--- src/rtl/mac_pkg.sv ---
// Shared definitions for the MAC sequencing slice: controller state encoding and
// datapath field widths.
package mac_pkg;

  localparam int unsigned FP16_W   = 16;
  localparam int unsigned Q_FRAC_W = 5;
  localparam int unsigned STATE_W  = 3;

  typedef enum logic [STATE_W-1:0] {
    StIdle  = 3'd0,
    StClr   = 3'd1,
    StRun   = 3'd2,
    StDrain = 3'd3,
    StNorm  = 3'd4,
    StOut   = 3'd5
  } mac_state_e;

endpackage

--- src/rtl/mac_seq_cnt.sv ---
// Loadable down-counter with zero flag; times the pipe-drain and normaliser waits.
module mac_seq_cnt #(
  parameter int unsigned W = 8
) (
  input  logic         clk,
  input  logic         rst,
  input  logic         load,
  input  logic [W-1:0] load_val,
  input  logic         dec,
  output logic [W-1:0] count,
  output logic         zero
);

  logic [W-1:0] cnt_q;

  // Load has priority; decrement stops at zero.
  always_ff @(posedge clk) begin
    if (rst) begin
      cnt_q <= '0;
    end else if (load) begin
      cnt_q <= load_val;
    end else if (dec && (cnt_q != '0)) begin
      cnt_q <= cnt_q - W'(1);
    end
  end

  assign count = cnt_q;
  assign zero  = (cnt_q == '0);

endmodule

--- src/rtl/mac_seq_ctrl.sv ---
// Dot-product job sequencer: accept descriptor, clear accumulator, stream operand pairs,
// drain the MAC pipe, strobe the normaliser and hold the FP16 result for the consumer.
// Optional build macro MAC_SEQ_STALL_CNT_EN adds the stall_cnt output.
module mac_seq_ctrl
  import mac_pkg::*;
#(
  parameter int unsigned LEN_W    = 8,
  parameter int unsigned PIPE_LAT = 3,
  parameter int unsigned NORM_LAT = 1
) (
  input  logic                clk,
  input  logic                rst,
  input  logic                cfg_valid,
  output logic                cfg_ready,
  input  logic [LEN_W-1:0]    cfg_len,
  input  logic [Q_FRAC_W-1:0] cfg_q_frac,
  input  logic                src_valid,
  output logic                src_ready,
  output logic [LEN_W-1:0]    src_addr,
  output logic                mac_clr,
  output logic                mac_en,
  output logic                norm_go,
  output logic [Q_FRAC_W-1:0] q_frac,
  input  logic [FP16_W-1:0]   mac_in,
  output logic                res_valid,
  input  logic                res_ready,
  output logic [FP16_W-1:0]   res_data,
  output logic                busy
`ifdef MAC_SEQ_STALL_CNT_EN
  ,
  output logic [15:0]         stall_cnt
`endif
);

  localparam int unsigned CNT_W = 8;
  localparam logic [CNT_W-1:0] DRAIN_LOAD = CNT_W'(PIPE_LAT - 1);
  localparam logic [CNT_W-1:0] NORM_LOAD  = CNT_W'(NORM_LAT - 1);

  mac_state_e          state_q, state_d;
  logic [LEN_W-1:0]    len_q;
  logic [Q_FRAC_W-1:0] q_frac_q;
  logic [LEN_W-1:0]    idx_q, idx_d;
  logic [FP16_W-1:0]   res_q;
  logic                cfg_accept;
  logic                res_capture;
  logic                cnt_load;
  logic [CNT_W-1:0]    cnt_val;
  logic                cnt_dec;
  logic [CNT_W-1:0]    cnt_count;
  logic                cnt_zero;

  assign cfg_accept = (state_q == StIdle) && cfg_valid;
  assign cnt_dec    = (state_q == StDrain) || (state_q == StNorm);

  mac_seq_cnt #(
    .W(CNT_W)
  ) u_cnt (
    .clk      (clk),
    .rst      (rst),
    .load     (cnt_load),
    .load_val (cnt_val),
    .dec      (cnt_dec),
    .count    (cnt_count),
    .zero     (cnt_zero)
  );

  // State, job descriptor, pair index and result registers.
  always_ff @(posedge clk) begin
    if (rst) begin
      state_q  <= StIdle;
      len_q    <= '0;
      q_frac_q <= '0;
      idx_q    <= '0;
      res_q    <= '0;
    end else begin
      state_q <= state_d;
      idx_q   <= idx_d;
      if (cfg_accept) begin
        len_q    <= cfg_len;
        q_frac_q <= cfg_q_frac;
      end
      if (res_capture) begin
        res_q <= mac_in;
      end
    end
  end

  // Next-state, index update and wait-counter loads.
  always_comb begin
    state_d     = state_q;
    idx_d       = idx_q;
    cnt_load    = 1'b0;
    cnt_val     = DRAIN_LOAD;
    res_capture = 1'b0;
    unique case (state_q)
      StIdle: begin
        if (cfg_valid) state_d = StClr;
      end
      StClr: begin
        idx_d = '0;
        if (len_q == '0) begin
          // Empty job still waits out the pipe so the clear settles.
          state_d  = StDrain;
          cnt_load = 1'b1;
        end else begin
          state_d = StRun;
        end
      end
      StRun: begin
        if (src_valid) begin
          if (idx_q == len_q - LEN_W'(1)) begin
            state_d  = StDrain;
            cnt_load = 1'b1;
          end else begin
            idx_d = idx_q + LEN_W'(1);
          end
        end
      end
      StDrain: begin
        if (cnt_zero) begin
          state_d  = StNorm;
          cnt_load = 1'b1;
          cnt_val  = NORM_LOAD;
        end
      end
      StNorm: begin
        if (cnt_zero) begin
          state_d     = StOut;
          res_capture = 1'b1;
        end
      end
      StOut: begin
        if (res_ready) state_d = StIdle;
      end
      default: state_d = StIdle;
    endcase
  end

  // Moore outputs decoded from state; mac_en qualifies the handshake.
  always_comb begin
    cfg_ready = (state_q == StIdle);
    busy      = (state_q != StIdle);
    mac_clr   = (state_q == StClr);
    src_ready = (state_q == StRun);
    mac_en    = src_valid && (state_q == StRun);
    // Counter still holds its load value only on the first NORM cycle.
    norm_go   = (state_q == StNorm) && (cnt_count == NORM_LOAD);
    res_valid = (state_q == StOut);
    src_addr  = idx_q;
    q_frac    = q_frac_q;
    res_data  = res_q;
  end

`ifdef MAC_SEQ_STALL_CNT_EN
  logic [15:0] stall_q;
  logic        stall_evt;

  assign stall_evt = ((state_q == StRun) && !src_valid) || ((state_q == StOut) && !res_ready);

  // Saturating stall counter, restarted for each accepted job.
  always_ff @(posedge clk) begin
    if (rst) begin
      stall_q <= '0;
    end else if (cfg_accept) begin
      stall_q <= '0;
    end else if (stall_evt && (stall_q != 16'hFFFF)) begin
      stall_q <= stall_q + 16'd1;
    end
  end

  assign stall_cnt = stall_q;
`endif

endmodule

--- config.mk ---
export PLATFORM = sky130hd
export DESIGN_NAME = mac_seq_ctrl
export DESIGN_NICKNAME = d
export VERILOG_FILES = /design/src/rtl/mac_pkg.sv /design/src/rtl/mac_seq_cnt.sv /design/src/rtl/mac_seq_ctrl.sv
export SDC_FILE = /design/constraint.sdc
export NUM_CORES = 1
export LEC_CHECK = 0
export ABC_AREA = 1
export BUFFER_PORTS_ARGS = -buffer_cell sky130_fd_sc_hd__buf_2
export CAP_MARGIN = 15
export CORE_MARGIN = 2
export CORE_UTILIZATION = 46
export CTS_BUF_LIST = sky130_fd_sc_hd__clkbuf_8 sky130_fd_sc_hd__clkbuf_16
export DETAILED_ROUTE_END_ITERATION = 8
export PLACE_DENSITY = 0.75
export SLEW_MARGIN = 40
export SYNTH_ARGS = -nofsm -noshare
export SYNTH_HDL_FRONTEND = slang
export SYNTH_SLANG_ARGS = --single-unit
export TNS_END_PERCENT = 30
--- constraint.sdc ---
create_clock -name clk -period 1.9 [get_ports clk]
set_clock_uncertainty 0.15 [all_clocks]
set_input_delay 0.38 -clock clk [delete_from_list [all_inputs] [get_ports clk]]
set_output_delay 0.38 -clock clk [all_outputs]
set_load 0.02 [all_outputs]
Yosys cells after proc, flatten, opt, wreduce, memory -nomap -nowiden
Index checks and enable logic that the tools add are counted.
Widths: inputs -> output; s select.
{ "classes": {"reduce_logical": 14, "n_eq_ne": 13, "muxes": 21, "n_addsub": 3} }
{ "op_table": {"columns": ["op", "n"], "rows": [
  ["$mux 8", 4],
  ["$mux 3", 6],
  ["$pmux 3 s6", 1],
  ["$logic_not 8->1", 2],
  ["$pmux 8 s2", 1],
  ["$sub 8x1->8 const B", 2],
  ["$ne 2x2->1 const B", 5],
  ["$add 8x1->8 const B", 1],
  ["$eq 8x8->1", 1],
  ["$reduce_bool 8->1", 1],
  ["$eq 3x2->1 const B", 2],
  ["$eq 3x3->1 const B", 2],
  ["$mux 1", 6],
  ["$reduce_and 6->1", 1],
  ["$logic_and 1x1->1", 4],
  ["$mux 2", 2],
  ["$ne 2x1->1 const B", 2],
  ["$reduce_bool 2->1", 2],
  ["$eq 3x1->1 const B", 1],
  ["$logic_not 3->1", 1],
  ["$pmux 1 s3", 1],
  ["$reduce_and 3->1", 1],
  ["$reduce_bool 3->1", 1],
  ["$logic_or 1x1->1", 1]
]} }
{ "totals": {"output_inout_bits": 36, "ff_bits": 48, "word_cells": 57, "in_bits": 34} }

Logic depth before layout (Yosys ltp)
Gate-level depths: netlist of run 1.
{ "depth": {"word_depth": 6, "mapped_depth": 16, "depth_no_buf": 15} }

Modules after synthesis
From an unflattened synthesis of run 1, not the netlist that was laid out.
{ "hier_totals": {"cells_unflattened": 411, "area_unflattened_um2": 2662.6} }
{ "modules_own_cells": {"columns": ["mod", "cells_each", "seq_area_each_um2", "instances", "area_per_inst_um2"], "rows": [
  ["mac_seq_ctrl", 310, 800.8, 1, 2070.7],
  ["mac_seq_cnt", 101, 160.2, 1, 591.8]
]} }

Worst setup path before layout of run 1
No wires, ideal clock.
{ "synth_timing": {"path_kind": "register -> register", "from": "register len_q[0]", "to": "register idx_q[1] (netlist: src_addr[1])", "slack_ns": -0.024, "stages_incl_launch_ff": 16, "n_path_buf": 1, "setup_time_ns": 0.117, "arrival_time_ns": 1.656, "required_ns": 1.633, "period_less_slack_ns": 1.924, "cell_sequence": "dfxtp_1 -> inv_2 -> ha_1 -> nand2_1 -> inv_1 -> nor2_1 -> nand2_1 -> nor2_1 -> nand3_2 -> nor2_2 -> nand2_2 -> nand2_2 -> nand2_2 -> buf_6 -> o21ai_0 -> nor2_1"} }
{ "synth_via": {"elab_chain_cells": 4} }
{ "synth_lines": {"columns": ["element", "line", "rtl"], "rows": [
  ["start: declaration", "mac_seq_ctrl.sv:40", "logic [LEN_W-1:0] len_q;"],
  ["start signal: assignment", "mac_seq_ctrl.sv:79", "len_q <= cfg_len;"],
  ["$sub 8x1->8", "mac_seq_ctrl.sv:111", "if (idx_q == len_q - LEN_W'(1)) begin"],
  ["$eq 8x8->1", "mac_seq_ctrl.sv:111", null],
  ["$ne 2x2->1 (no source line)", null, null],
  ["$reduce_and 3->1 (no source line)", null, null],
  ["end signal: assignment", "mac_seq_ctrl.sv:77", "idx_q <= idx_d;"],
  ["end: declaration", "mac_seq_ctrl.sv:42", "logic [LEN_W-1:0] idx_q, idx_d;"]
]} }
No other way between the ends.
A chain may end at the register's enable or synchronous reset.

Worst setup path in the final report of run 1
{ "layout_timing": {"from": "register len_q[0]", "to": "register idx_q[7] (netlist: src_addr[7])"} }
Same word-level chain as after synthesis.

==> flow_metrics.py, run 1 <==
metrics = {
    "outcome": {
        "status": "finished, violations left",
        "failed_checks": "negative setup slack",
    },
    "cells_and_area": {
        "antenna_cells": 0,
        "nNetsFinal": 484,
        "final_area_sq_mm": 0.00335,
        "layout-drive-gt1-share_pct": 40.0,
        "area_growth_pct": 40.8,
    },
    "cts": {
        "cts-buffers-inserted": 5,
        "clk_path_buf_depth": 2,
        "cts.sinks": 48,
        "clock_tree.root_cell": "clkbuf_8",
        "clk_latency_ns": 0.30,
        "hold_buffers": 0,
        "htree_levels": 2,
        "cts_tree": "built",
        "path_clk_slew_ns": 0.09,
    },
    "placement": {
        "placed_area_sq_mm": 0.00293,
        "dp_hpwl_mm": 4.44,
        "io_buffers": 69,
        "gp_congestion": 0.912,
    },
    "yosys": {
        "syn-mean-instance-area_sq_um": 6.83,
        "synth_nets": 386,
        "yosysSeqAreaShare_pct": 40.3,
        "synth_seq_cells": 48,
        "synth_top_cell_area_share_pct": 40.3,
        "yosys-top-cells-area": "dfxtp_1 (40%), nand2_1 (11%), nor2_1 (10%)",
        "synth_area_leader_cell": "dfxtp_1",
        "synth-edff-count": 0,
        "yosysMostFrequentCell": "nand2_1",
        "ys_warn_count": 0,
        "async_flop_share_pct": 0,
        "synth_commonest_cells": "nand2_1 (68), nor2_1 (65), dfxtp_1 (48), a21oi_1 (27), inv_1 (27)",
        "postSynthCellCount": 349,
        "ys_types": 27,
        "synthesis.area_sq_mm": 0.00238,
        "synth-main-ff-cell": "dfxtp_1",
    },
    "sta": {
        "worst_slack_ns": -0.0573,
        "drv_slew": 0,
        "rsz0062_at_grt": "true",
        "setup_violations": 11,
        "whs_ns": 0.149,
        "min_period_over_period_pct": 103,
        "final_hold_viol_count": 0,
        "worstMarginPinSlew_ns": 0.473,
        "fmax_ghz": 0.511,
        "period_minus_slack_ns": 1.96,
        "relSlewSlack_pct": 68.4,
    },
    "global_routing": {
        "grt-ovfl-total": 0,
        "grt_antenna_before_repair": 0,
        "grt_pass1_wl_mm": 10.6,
        "grt_pass1_vias": 2423,
        "grt_max_degree": 21,
        "grt_usage_pct": 21.9,
    },
    "route": {
        "routed-via-count": 2603,
        "wl_mm": 6.54,
        "ant_nets": 0,
        "routed.top_layer": "met4",
        "met1Wirelength_mm": 2.86,
        "met3WireLength_um": 363,
        "wl_per_cell_um": 12.6,
        "drt_iter0_markers": 144,
        "wl_met2_mm": 3.24,
        "drt_drc_violations_left": 0,
        "drtPass1Iterations": 4,
        "viasPerCell": 5.03,
    },
    "die": {
        "ios": 70,
        "initial_core_util_pct": 47.2,
        "die_area_sq_mm": 0.00577,
        "num_rows": 26,
        "fp.coreArea_sq_mm": 0.00504,
        "die_w_um": 76.0,
        "die_h_um": 76.0,
    },
    "setup_path": {
        "critPathMaxFanout": 5,
        "arrival_ns": 2.01,
        "critPathLaunchType": "register",
        "required_ns": 1.95,
        "cp-end-kind": "register",
        "path_class": "register to register",
    },
    "pwr": {
        "ir_drop_uv": 791,
        "p_leak_nw": 1.64,
        "p_per_area_mw_per_mm2": 1490,
    },
    "worst_hold_path": {
        "hp-class": "primary input to register",
    },
    "flow_run": {
        "cap_violations": 0,
    },
}
placed cells by master (no fill, tap or decap), types with 6 or more instances in the layout:
cell type	netlist	final
dfxtp_1	48	43
inv_2	7	13
xor2_1	8	8
inv_1	27	19
nand2_2	6	11
nand2_1	68	58
a21oi_1	27	21
o21ai_0	26	22
buf_4	0	29
a21oi_2	0	6
nor2_2	5	7
nor2_1	65	59
nand3_1	23	18
buf_2	4	67
nand3_2	3	7
worst max-delay path, stage by stage, from the launching register on:
cell and delay [ns]:
dfxtp_2 0.34, inv_2 0.05, ha_4 0.23, nand2_2 0.06, inv_1 0.03, nor2_1 0.07, nand2_1 0.07, nor2_2 0.09
nand3_2 0.09, nor2_4 0.14, nand2_2 0.09, nand2_4 0.10, nand2_8 0.08, buf_6 0.16, nand2_2 0.05, a21oi_2 0.04
registers in the layout, indices dropped and copies added (netlist names):
| signal | flops |
|---|---|
| q_frac | 5 |
| u_cnt.count | 8 |
| len_q | 8 |
| res_data | 16 |
| state_q | 3 |
| src_addr | 8 |
power breakdown:
part / internal [W] / switching (W) / leakage (nW)
Sequential: 0.00126 / 0.000212 / 0.393
Clock: 0.000390 / 0.000353 / 0.0541
Combinational: 0.00109 / 0.00167 / 1.20
Total: 0.00274 / 0.00224 / 1.64
routing by layer:
layer / vias up / GRT usage [%]
li1: 1319 / -
met1: 1194 / 27.4
met2: 83 / 38.4
met3: 7 / 4.52
met4: 0 / 5.64
met5: - / 0
layout make-up:
type,instances,area (sq um)
Fill cell,450,1690
Clock inverter,3,42.5
Inverter,34,135
Clock buffer,5,68.8
Tap cell,70,87.6
Multi-Input combinational cell,259,1470
Sequential cell,48,967
Timing Repair Buffer,99,587
metrics by stage:
step	power, W	setup WS [ns]	instances	TNS [ns]	util, %
after floorplan	0.00293	-0.0161	349	-0.0293	-
after global placement	0.00355	-0.140	501	-1.58	58.2
after detailed placement	0.00358	-0.177	501	-2.04	58.2
after CTS	0.00459	-0.169	512	-0.221	63.3
after global routing	0.00531	-0.146	518	-2.03	66.5
final	0.00498	-0.0573	518	-0.330	66.5
worst paths after layout:
kind / slack (ns) / endpoint / from / depth (start not counted)
setup reg to reg: -0.06 / src_addr[7] / len_q[0] / 15
setup / recovery: -0.06 / src_addr[7] / len_q[0] / 15
hold reg to reg: 0.32 / q_frac[0] / q_frac[0] / 2
hold / removal: 0.15 / res_data[15] / mac_in[15] / 3
what timing repair did:
action                                 CTS  global route
pin swaps                               13            14
endpoints found under the hold margin    0             0
cloned                                   1             0
setup endpoints to repair               21            37
gates resized for setup                 37            36
setup buffers                            2             6
cell families after synthesis:
family | Yosys count | share of synthesized area (%)
and+or+nand+nor | 187 | 34.5
AOI/OAI and AO/OA | 56 | 11.9
adders and majority gates | 3 | 1.58
xor gates and xnor gates | 12 | 4.41
buffers and inverters | 43 | 7.30
DFF | 48 | 40.3
Note: power is estimated with default switching activity, not from simulation.
==> run 2: changes to the inputs <==
--- a/config.mk
+++ b/config.mk
@@ -9,10 +9,10 @@
 export BUFFER_PORTS_ARGS = -buffer_cell sky130_fd_sc_hd__buf_2
 export CAP_MARGIN = 15
 export CORE_MARGIN = 2
-export CORE_UTILIZATION = 46
+export CORE_UTILIZATION = 55
 export CTS_BUF_LIST = sky130_fd_sc_hd__clkbuf_8 sky130_fd_sc_hd__clkbuf_16
 export DETAILED_ROUTE_END_ITERATION = 8
-export PLACE_DENSITY = 0.75
+export PLACE_DENSITY = 0.84
 export SLEW_MARGIN = 40
 export SYNTH_ARGS = -nofsm -noshare
 export SYNTH_HDL_FRONTEND = slang
==> constraint.sdc (replaced) <==
create_clock -name clk -period 2.53 [get_ports clk]
set_clock_uncertainty 0.15 [all_clocks]
set_input_delay 0.506 -clock clk [delete_from_list [all_inputs] [get_ports clk]]
set_output_delay 0.506 -clock clk [all_outputs]
set_load 0.02 [all_outputs]
==> run 2 against run 1 <==
The flow now finishes without violations. Core utilization rose by 5.1 points. Via count is 5.4% lower. First-iteration DRC count rose by 12%. Combinational power decreased by 45%. Clock power fell by 11%. Final cell count down 8.9%. Global-route usage rose by 2.6 points.
==> flow_metrics.py, run 2 (same netlist as run 1, synthesis figures left out) <==
metrics = {
    "route": {
        "wl_mm": 5.75,
        "drtPass1Iterations": 5,
        "drt_drc_violations_left": 0,
        "wl_per_cell_um": 12.2,
        "viasPerCell": 5.22,
        "ant_nets": 0,
        "drt_iter0_markers": 161,
        "routed-via-count": 2462,
    },
    "cts": {
        "path_clk_slew_ns": 0.10,
        "clk_path_buf_depth": 2,
        "clock_tree.root_cell": "clkbuf_8",
        "hold_buffers": 0,
        "cts.sinks": 48,
        "clk_latency_ns": 0.31,
        "htree_levels": 2,
        "cts_tree": "built",
        "cts-buffers-inserted": 5,
    },
    "pwr": {
        "ir_drop_uv": 640,
        "p_leak_nw": 1.45,
        "p_per_area_mw_per_mm2": 1120,
        "total_power_w": 0.00327,
    },
    "placement": {
        "gp_congestion": 0.933,
        "dp_hpwl_mm": 4.28,
        "dp_slack_ns": 0.424,
        "io_buffers": 69,
    },
    "setup_path": {
        "worstRegToRegCells": 15,
        "critPathLaunch": "u_cnt.count[0]",
        "critPathLaunchType": "register",
        "arrival_ns": 1.74,
        "r2r_setup_slack_ns": 0.39,
        "cp-endpoint": "norm_go",
        "critPathMaxFanout": 6,
        "required_ns": 1.87,
        "r2r_start": "len_q[0]",
        "cp-end-kind": "output pin",
        "r2r_end": "src_addr[0]",
        "path_class": "register to output pin",
    },
    "sta": {
        "final_hold_viol_count": 0,
        "rsz0062_at_grt": "false",
        "period_minus_slack_ns": 2.39,
        "drv_slew": 0,
        "min_period_over_period_pct": 94.5,
        "setup_violations": 0,
        "timing.setup.tns_ns": 0,
        "worst_slack_ns": 0.138,
        "fmax_ghz": 0.418,
        "relSlewSlack_pct": 64.4,
        "worstMarginPinSlew_ns": 0.533,
    },
    "die": {
        "num_rows": 23,
        "ios": 70,
        "fp.coreArea_sq_mm": 0.00409,
        "die_area_sq_mm": 0.00487,
        "initial_core_util_pct": 58.3,
        "die_h_um": 69.8,
        "die_w_um": 69.8,
    },
    "cells_and_area": {
        "fin_util_pct": 71.6,
        "layout_common_cells": "buf_2 (69), nand2_1 (68), nor2_1 (65), dfxtp_1 (48)",
        "antenna_cells": 0,
        "largest_reg_flops": 16,
        "nNetsFinal": 458,
        "layout-drive-gt1-share_pct": 24.9,
        "final_common_cell": "buf_2",
        "area_growth_pct": 22.8,
    },
    "global_routing": {
        "grt_pass1_wl_mm": 9.83,
        "grt_max_degree": 19,
        "grt_antenna_before_repair": 0,
        "grt-ovfl-total": 0,
        "grt_pass1_vias": 2292,
        "grt_usage_pct": 24.4,
    },
    "outcome": {
        "status": "finished clean",
    },
    "flow_run": {
        "cap_violations": 0,
    },
    "worst_hold_path": {
        "hp-class": "primary input to register",
    },
}
## run 2: cell count changes in the layout (fill, tap and decap cells not counted), moves of 6 or more
cell,before,now
nor2_1,59,65
a21oi_1,21,27
inv_1,19,27
inv_2,13,7
nand2_1,58,68
buf_4,29,5
a21oi_2,6,0
## run 2: worst min path at each step
stage	cells after the start	slack, ns	to	from
6_report	3	0.26	res_data[10]	mac_in[10]
2_1_floorplan	2	0.29	u_cnt.count[0]	u_cnt.count[0]
3_5_place_dp	2	0.30	q_frac[1]	q_frac[1]
5_1_grt	3	0.27	res_data[14]	mac_in[14]
4_1_cts	3	0.26	res_data[10]	mac_in[10]
3_3_place_gp	2	0.30	q_frac[3]	q_frac[3]
## run 2: area by class of cell
cell class	count	area [sq um]
Inverter	34	128
Sequential cell	48	961
Clock buffer	5	68.8
Clock inverter	3	68.8
Multi-Input combinational cell	258	1250
Fill cell	346	1160
Timing Repair Buffer	74	383
Tap cell	50	62.6
## run 2: worst max-delay path: stages, from the launching register on
cell and delay (ns):
dfxtp_1 0.32, inv_1 0.09, ha_1 0.22, nand3_1 0.14, nor3_4 0.18, inv_1 0.10
nor2_4 0.18, buf_2 0.19
## run 2: routing by layer
metal / up-vias / wire length [um] / global-route usage (%)
li1: 1265 / - / -
met1: 1092 / 2560 / 31.0
met2: 97 / 2670 / 39.7
met3: 8 / 431 / 6.69
met4: 0 / 83 / 8.97
met5: - / 0 / 0
## run 2: through the flow
stage / hold WS [ns] / cell area [sq um] / instances
detailed placement: 0.303 / 2760 / 461
CTS: 0.256 / 2900 / 469
finish: 0.260 / 2930 / 472
global placement: 0.297 / 2760 / 461
global route: 0.266 / 2930 / 472
floorplan: 0.294 / 2380 / 349
## run 2: what timing repair did
item / CTS / global route
setup endpoints to repair: 0 / 1
endpoints found under the hold margin: 0 / 0
gates resized for setup: 0 / 1
setup buffers: 0 / 3
## run 2: where the power goes
part,total (W),internal (W),switching [W]
logic,0.00152,0.000505,0.00101
registers,0.00109,0.000941,0.000148
clock network,0.000663,0.000398,0.000265
total,0.00327,0.00184,0.00142
